===== src/rtl/rat_ckpt_pkg.sv =====
// Shared sizing and state encoding for the RAT checkpoint block.
package rat_ckpt_pkg;

    localparam int NUM_CKPT   = 8;
    localparam int NUM_AREG   = 32;
    localparam int PTAG_W     = 6;
    localparam int MAP_W      = NUM_AREG * PTAG_W;
    localparam int CKPT_IDX_W = $clog2(NUM_CKPT);
    localparam int DROP_W     = 8;

    // One architectural-to-physical map, reg k in element k.
    typedef logic [NUM_AREG-1:0][PTAG_W-1:0] map_t;

    localparam int STATE_W = 1;
    localparam logic [STATE_W-1:0] ST_IDLE    = 1'b0;
    localparam logic [STATE_W-1:0] ST_RESTORE = 1'b1;

endpackage


===== src/rtl/rat_ckpt_mem.sv =====
// Checkpoint storage: NUM_CKPT map slots with per-slot valid bits.
// One write port, one combinational read port, and a clear-all of the
// valid bits. Clear wins over a same-cycle write.
module rat_ckpt_mem
    import rat_ckpt_pkg::*;
(
    input  logic                  clk,
    input  logic                  rst,
    input  logic                  wr_en,
    input  logic [CKPT_IDX_W-1:0] wr_idx,
    input  logic [MAP_W-1:0]      wr_data,
    input  logic                  clr_all,
    input  logic [CKPT_IDX_W-1:0] rd_idx,
    output logic [MAP_W-1:0]      rd_data,
    output logic                  rd_vld
);

    map_t                slot_q [NUM_CKPT];
    logic [NUM_CKPT-1:0] vld_q;

    // Map payload needs no reset: it is only read when its valid bit is set.
    for (genvar g = 0; g < NUM_CKPT; g++) begin : g_slot
        always_ff @(posedge clk) begin
            if (wr_en && wr_idx == CKPT_IDX_W'(g))
                slot_q[g] <= wr_data;
        end
    end

    // Valid bits: set on write, all dropped on clear.
    always_ff @(posedge clk or posedge rst) begin
        if (rst)
            vld_q <= '0;
        else if (clr_all)
            vld_q <= '0;
        else if (wr_en)
            vld_q[wr_idx] <= 1'b1;
    end

    assign rd_data = slot_q[rd_idx];
    assign rd_vld  = vld_q[rd_idx];

endmodule


===== src/rtl/rat_checkpoint.sv =====
// Branch checkpoint store for the register alias table. Copies snapshot
// the live RAT into a slot; a paste restores one slot through a
// valid/ready handshake and invalidates every checkpoint.
module rat_checkpoint
    import rat_ckpt_pkg::*;
(
    input  logic                  clk,
    input  logic                  rst,
    input  logic                  Copy_RAT,
    input  logic [CKPT_IDX_W-1:0] tail_num,
    input  logic                  Paste_RAT,
    input  logic [CKPT_IDX_W-1:0] head_num,
    input  logic [MAP_W-1:0]      rat_in,
    output logic                  restore_valid,
    input  logic                  restore_ready,
    output logic [MAP_W-1:0]      restore_map,
    output logic                  restore_err,
    output logic                  busy,
    output logic [DROP_W-1:0]     drop_cnt
);

    logic [STATE_W-1:0]    state;
    logic                  prev_copy;
    logic                  prev_paste;
    logic [CKPT_IDX_W-1:0] prev_tail;

    logic                  copy_acc;
    logic                  paste_acc;
    logic                  in_idle;
    logic                  mem_wr;
    logic                  mem_clr;
    logic                  drop_evt;
    logic [MAP_W-1:0]      rd_data;
    logic                  rd_vld;

    // Request qualification. A held Copy_RAT snapshots again whenever the
    // tail moves; a held Paste_RAT only fires once.
    always_comb begin
        copy_acc  = Copy_RAT && (!prev_copy || tail_num != prev_tail);
        paste_acc = Paste_RAT && !prev_paste;
        in_idle   = (state == ST_IDLE);
        mem_clr   = in_idle && paste_acc;
        mem_wr    = in_idle && copy_acc && !paste_acc;
        drop_evt  = copy_acc && (!in_idle || paste_acc);
    end

    rat_ckpt_mem u_mem (
        .clk     (clk),
        .rst     (rst),
        .wr_en   (mem_wr),
        .wr_idx  (tail_num),
        .wr_data (rat_in),
        .clr_all (mem_clr),
        .rd_idx  (head_num),
        .rd_data (rd_data),
        .rd_vld  (rd_vld)
    );

    // Previous-cycle copies of the request inputs for edge detection.
    always_ff @(posedge clk or posedge rst) begin
        if (rst) begin
            prev_copy  <= 1'b0;
            prev_paste <= 1'b0;
            prev_tail  <= '0;
        end else begin
            prev_copy  <= Copy_RAT;
            prev_paste <= Paste_RAT;
            prev_tail  <= tail_num;
        end
    end

    // Restore FSM: the slot is read before the same-edge clear takes effect,
    // and restore_valid/map are held until the consumer accepts.
    always_ff @(posedge clk or posedge rst) begin
        if (rst) begin
            state         <= ST_IDLE;
            restore_valid <= 1'b0;
            restore_map   <= '0;
            restore_err   <= 1'b0;
        end else begin
            restore_err <= 1'b0;
            if (state == ST_RESTORE) begin
                if (restore_valid && restore_ready) begin
                    restore_valid <= 1'b0;
                    state         <= ST_IDLE;
                end
            end else if (paste_acc) begin
                if (rd_vld) begin
                    restore_map   <= rd_data;
                    restore_valid <= 1'b1;
                    state         <= ST_RESTORE;
                end else begin
                    restore_err <= 1'b1;
                end
            end
        end
    end

    // Saturating count of snapshots lost to a paste or an active restore.
    always_ff @(posedge clk or posedge rst) begin
        if (rst)
            drop_cnt <= '0;
        else if (drop_evt && drop_cnt != {DROP_W{1'b1}})
            drop_cnt <= drop_cnt + 1'b1;
    end

    assign busy = (state == ST_RESTORE);

endmodule


===== config.mk =====
export PLATFORM = sky130hd
export DESIGN_NAME = rat_checkpoint
export DESIGN_NICKNAME = d
export VERILOG_FILES = /design/src/rtl/rat_ckpt_pkg.sv /design/src/rtl/rat_ckpt_mem.sv /design/src/rtl/rat_checkpoint.sv
export SDC_FILE = /design/constraint.sdc
export NUM_CORES = 1
export LEC_CHECK = 0
export ABC_AREA = 0
export BUFFER_PORTS_ARGS = -buffer_cell sky130_fd_sc_hd__buf_2
export CAP_MARGIN = 40
export CORE_MARGIN = 4
export CORE_UTILIZATION = 60
export CTS_CLUSTER_DIAMETER = 40
export DETAILED_ROUTE_END_ITERATION = 8
export PLACE_DENSITY = 0.79
export SLEW_MARGIN = 20
export SYNTH_ARGS = -nofsm -noshare
export SYNTH_HDL_FRONTEND = slang
export SYNTH_HIERARCHICAL = 1
export SYNTH_SLANG_ARGS = --single-unit

===== constraint.sdc =====
create_clock -name clk -period 21 [get_ports clk]
set_input_delay 2.1 -clock clk [delete_from_list [all_inputs] [get_ports clk]]
set_output_delay 2.1 -clock clk [all_outputs]
set_load 0.05 [all_outputs]

### After elaboration in Yosys (flattened, before gate mapping)

Memory sizes are Yosys's and may differ from the RTL's. A register that Yosys moved wholly into a read port is not among the register bits.
Cells that the tools add are included.

* register bits: 24
* RAM bits: 1536
* input bits: 203
* output and inout bits: 203
* memories: 1

* add/sub/neg operators: 1
* order comparisons: 3
* equality and inequality tests: 10
* muxes and demuxes: 54
* bitwise operators: 2
* reductions and logical operators: 35

Memories
* u_mem.slot_q: depth 8, width 192, rd ports 1, clocked after memory_dff 1, wr ports 1, RTL line rat_ckpt_mem.sv:18 `map_t slot_q [NUM_CKPT];`

Operator list (number)
* two-way mux 192 bit: 7
* OR reduction 192 bit: 7
* two-way mux 1 bit: 36
* two-way mux 3 bit: 7
* logical AND 1 bit: 17
* two-way mux 8 bit: 2
* equality test 3 bit, second input constant: 4
* adder 8 x 1 -> 8 bit, second input constant: 1
* < comparator 3 x 4 -> 1 bit, second input constant: 2
* != test 8 bit, second input constant: 1
* bitwise OR 8 bit: 1
* equality test 3 x 2 -> 1 bit, second input constant: 2
* AND reduction 3 bit: 2
* nonzero test 2 bit: 3
* binary-select mux 1 bit (select 3 bit): 1
* demux 1 bit (select 3 bit): 1
* equality test 3 x 1 -> 1 bit, second input constant: 1
* greater-or-equal comparator 3 x 1 -> 1 bit, second input constant: 1
* zero test 1 bit: 3
* zero test 3 bit: 1
* != test 3 bit: 1
* logical OR 1 bit: 2
* != test 2 x 1 -> 1 bit, second input constant: 1
* inverter 1 bit: 1

### Depth between registers and ports, before layout

* word-level depth: 16
* gate-level depth with buffers: 10
* mapped depth without buffers: 5

### Hierarchy

The synthesis kept the hierarchy.

By module, submodules not included
* rat_ckpt_mem: times used 1, cells an instance 2265, area each 58103.2 um^2, seq. area each 46324.4 um^2
* rat_checkpoint: times used 1, cells an instance 463, area each 8421.8 um^2, seq. area each 5205.0 um^2

### Worst setup path after synthesis

No wires, ideal clock.

* path type: input port to flip-flop
* from: input port tail_num[2]
* to: memory u_mem/slot_q[7][0] (netlist bit) (enable)
* arrival time: 11.056 ns
* path slack: 9.197 ns
* stages: 5
* buffers on the path: 0
* cells stage by stage: xor2_1 -> o41ai_4 -> nor3_1 -> nand2_1 -> nor2_1

* word-level cells in the longest chain between the ends: 16

RTL lines
* start, declared: RTL line rat_checkpoint.sv:10 `input logic [CKPT_IDX_W-1:0] tail_num,`
* != test 3 bit *: RTL line rat_checkpoint.sv:39 `copy_acc = Copy_RAT && (!prev_copy || tail_num != prev_tail);`
* logical OR 1 bit *: RTL line rat_checkpoint.sv:39
* logical AND 1 bit *: RTL line rat_checkpoint.sv:39
* logical AND 1 bit * (2 in a row): RTL line rat_checkpoint.sv:43 `mem_wr = in_idle && copy_acc && !paste_acc;`
* via mem_wr: RTL line rat_checkpoint.sv:30 `logic mem_wr;`
* logical AND 1 bit: RTL line rat_ckpt_mem.sv:24 `if (wr_en && wr_idx == CKPT_IDX_W'(g))`
* two-way mux 1 bit: RTL line rat_ckpt_mem.sv:24
* two-way mux 1 bit (not written as such): RTL line rat_ckpt_mem.sv:25 `slot_q[g] <= wr_data;`
* OR reduction 192 bit (no line)
* two-way mux 3 bit (no line) or two-way mux 1 bit (tied branches) (7 in a row)
* end, declared: RTL line rat_ckpt_mem.sv:18

Mark *: on every way through the listed nets, which the timed path passes. The rest lies on a longest branch.

### Worst setup path in the final report

* from: input port tail_num[2]
* to: memory u_mem/slot_q[4][47] (netlist bit) (enable)

Same word-level chain as after synthesis.

==> run metrics <==
status=complete, no violations; commonest non-fill, non-tap cell in the layout=edfxtp_1; Synth Cell Area=66530 um^2; critical path data arrival time=about 6.1 ns; WL per Instance=29.65 um; Die Height=341.0 um; relative slew slack=31.02%; Critical Path Fanout Max=66; Async S/R FF share, synth=12.33%; Crit. path cell count=10; Clock Sinks=between 1500 and 2000; drt drc=0; Hold Buf Count CTS=0; max-cap violation count=0; root buf cell=clkbuf_16; largest net degree at the start of global routing=between 100 and 150; Leak Pwr=26.34 nW; Total Routing Usage GR=25.53%; Cells after Synth=between 2000 and 3000; Seq/Total Area, Yosys=77.46%; Num CTS Buffers=186; WL final=146.4 mm; core region area=109500 um^2; post-route setup TNS=0 ns; Post-synth EDFFs=between 1500 and 2000; Critical Path End=u_mem/slot_q[4][47]$_DFFE_PP_; remaining antenna violation count=0; Peak VDD IR=roughly 140 uV; Setup crit end kind=register; synthesis-to-finish area growth=15.72%; Buf+Inv Stages, Crit Path=6; clock skew=about 0.034 ns; Die X-Extent=roughly 340 um; Syn Area/Cell=24.39 um^2; first-pass GRT wire length=216.5 mm; Flop pwr share=46.3%; Critical-path top delay cell=buf_4; Setup Buffers After CTS=0; Ys Warns=6; IO buf count=405; Final Slew Violations=0; fin crit share=27.43%; Row Count=121; min Tclk post-route=5.760 ns; CTS Buffer Depth=3; I/O Pins=406; delay-heaviest family, CP=buffers and inverters; CTS tree=built; main flop type after synthesis=edfxtp_1; Final HPWL DP=76.54 mm; Clock transition at path regs=0.06 ns; Int Power=6.551 mW; post-route cell area=around 77000 um^2; worst skew pair latency=0.78 ns; Max Fclk=173.6 MHz; R2R depth=9; # H-tree levels=4; PwrDens=about 120 nW/um^2; crit-path cells=buf_2, xor2_1, o41ai_4, nor3_1, nand4bb_1, inv_8, buf_16, buf_4, buf_16, buf_4; drt pass-1 iters=5; WS Path Type=input port to register; reg-to-reg critical path startpoint=prev_tail[2]$_DFF_PP0_; final hold vios=0; syn_nets=2932; fin nets=3455; Via Count=30652; final setup vio count=0; layout cells sized above 1=approximately 45%; Logic pwr share=17.7%; Final GP Congestion=0.7613; CP required=21.38 ns; Initial Util=60.78%; synthesized flop and latch total=1752; cts repair resizes=0; HP Start=restore_map[76]$_DFFE_PP0P_; unrepaired setup endpoints after global routing=false; CP max stage delay=0.72 ns; Netlist cell types=34; commonest cells after routing, fill and taps aside=edfxtp_1, buf_2, mux4_2, mux2_2, dfrtp_1; vias in the first global route=32744; NetSw=2.661 mW; Clk pwr share=36.0%; DIE AREA=~120000 um^2; Worst Setup SP=tail_num[2]; Area after DPL=70360 um^2; Reg-to-Reg End=u_mem/slot_q[4][47]$_DFFE_PP_; Vias/cell=6.207; initial antenna violation count=60; Critical Path Source Type=input port; Worst R2R Setup Slack=~16 ns; global route overflow=0; Iter 0 DRT Violations=3258; Slew @ Worst Pin=1.035 ns; Net Sw Frac=between 20% and 30%; Hold Path Class=register to register
[final cells by class]
| cell class | count | area (um^2) |
|---|---|---|
| sequential | 1752 | 51530 |
| multi-input combinational | 829 | 13950 |
| clock buffer | 248 | 5076 |
| antenna | 45 | 112.6 |
| timing repair buffer | 465 | 3067 |
| clock inverter | 106 | 1279 |
| tap | 1476 | 1847 |
| fill | 6169 | 32480 |
| inverter | 17 | 123.9 |
[worst reg2reg max path: stages, from the launching register on]
cell       delay [ns]
dfrtp_1          0.37
xor2_1           0.26
o41ai_4          0.17
nor3_1           0.64
nand4bb_1        0.39
inv_8            0.36
buf_16           0.39
buf_4            0.62
buf_16           0.29
buf_4            0.73
[routing by layer]
layer	wire [um]	share of wire, %	track usage (%)
met3	12850	8.8	6.719
met4	4164	2.8	9.612
met5	155	0.11	0
met2	74310	51	41.50
met1	54940	38	33.80
[metrics by stage]
stage | total power, mW | hold WS, ns | cells | setup WS [ns] | util (%)
after floorplan | 5.461 | 0.4609 | 2728 | 9.197 | -
after global placement | 5.890 | 0.4802 | 4513 | 14.32 | 63.81
after detailed placement | 5.941 | 0.4905 | 4533 | 14.46 | 64.28
after CTS | 9.275 | 0.5067 | 4887 | 15.28 | 70.09
after global routing | 9.522 | 0.5149 | 4913 | 15.10 | 70.27
final | 9.212 | 0.5039 | 4938 | 15.24 | 70.33
[synthesized netlist by cell type, types with 2 or more instances]
cell / n / area share, %
buf_1: 12 / 0.068
inv_1: 17 / 0.096
nand4bb_1: 3 / 0.051
nor4_1: 4 / 0.038
nor2_1: 4 / 0.023
nor3_1: 2 / 0.015
buf_8: 10 / 0.23
clkbuf_1: 29 / 0.16
xor2_1: 9 / 0.12
mux4_2: 386 / 13
nand2_1: 6 / 0.034
nand3_1: 3 / 0.023
a21oi_1: 7 / 0.053
nor2b_4: 2 / 0.041
mux2_4: 125 / 2.8
a21o_1: 2 / 0.023
edfxtp_1: 1536 / 69
buf_2: 32 / 0.24
nand4b_1: 3 / 0.040
buf_6: 47 / 0.80
mux2_2: 261 / 4.4
dfrtp_1: 216 / 8.1
[state kept, by name, indices dropped and copies added, names as in the netlist]
register,count
u_mem/slot_q,1536
restore_map,192
drop_cnt,8
u_mem/vld_q,8
prev_tail,3
busy,1
prev_copy,1
prev_paste,1
restore_err,1
restore_valid,1
[cells by family (layout without fill, tap and decap cells)]
logic type	Yosys count	in the layout	synth area share, %
xor gates and xnor gates	9	9	0.1185
AOI/OAI and AO/OA	12	12	0.1429
adders and majority gates	1	1	0.01880
other	0	45	0
DFF	1752	1752	77.46
muxes	773	773	20.32
and+or+nand+nor	34	34	0.3480
buffers and inverters	147	836	1.589
[worst min-delay path by stage]
stage,to,slack (ns),cells past startpoint
floorplan,u_mem/vld_q[7]$_DFFE_PP0P_,0.46,2
global placement,restore_valid$_DFFE_PP0P_,0.48,1
detailed placement,restore_map[147]$_DFFE_PP0P_,0.49,1
CTS,restore_valid$_DFFE_PP0P_,0.51,1
global route,restore_map[75]$_DFFE_PP0P_,0.51,1
finish,restore_map[76]$_DFFE_PP0P_,0.50,1
[power groups by stage]
stage,logic (mW),clock network (mW),registers [mW]
after floorplan,0.487,0,4.97
after global placement,1.59,0,4.30
after detailed placement,1.62,0,4.32
after CTS,1.64,3.37,4.26
after global routing,1.69,3.55,4.29
final,1.63,3.32,4.26
Power figures use the tool's default switching activity.
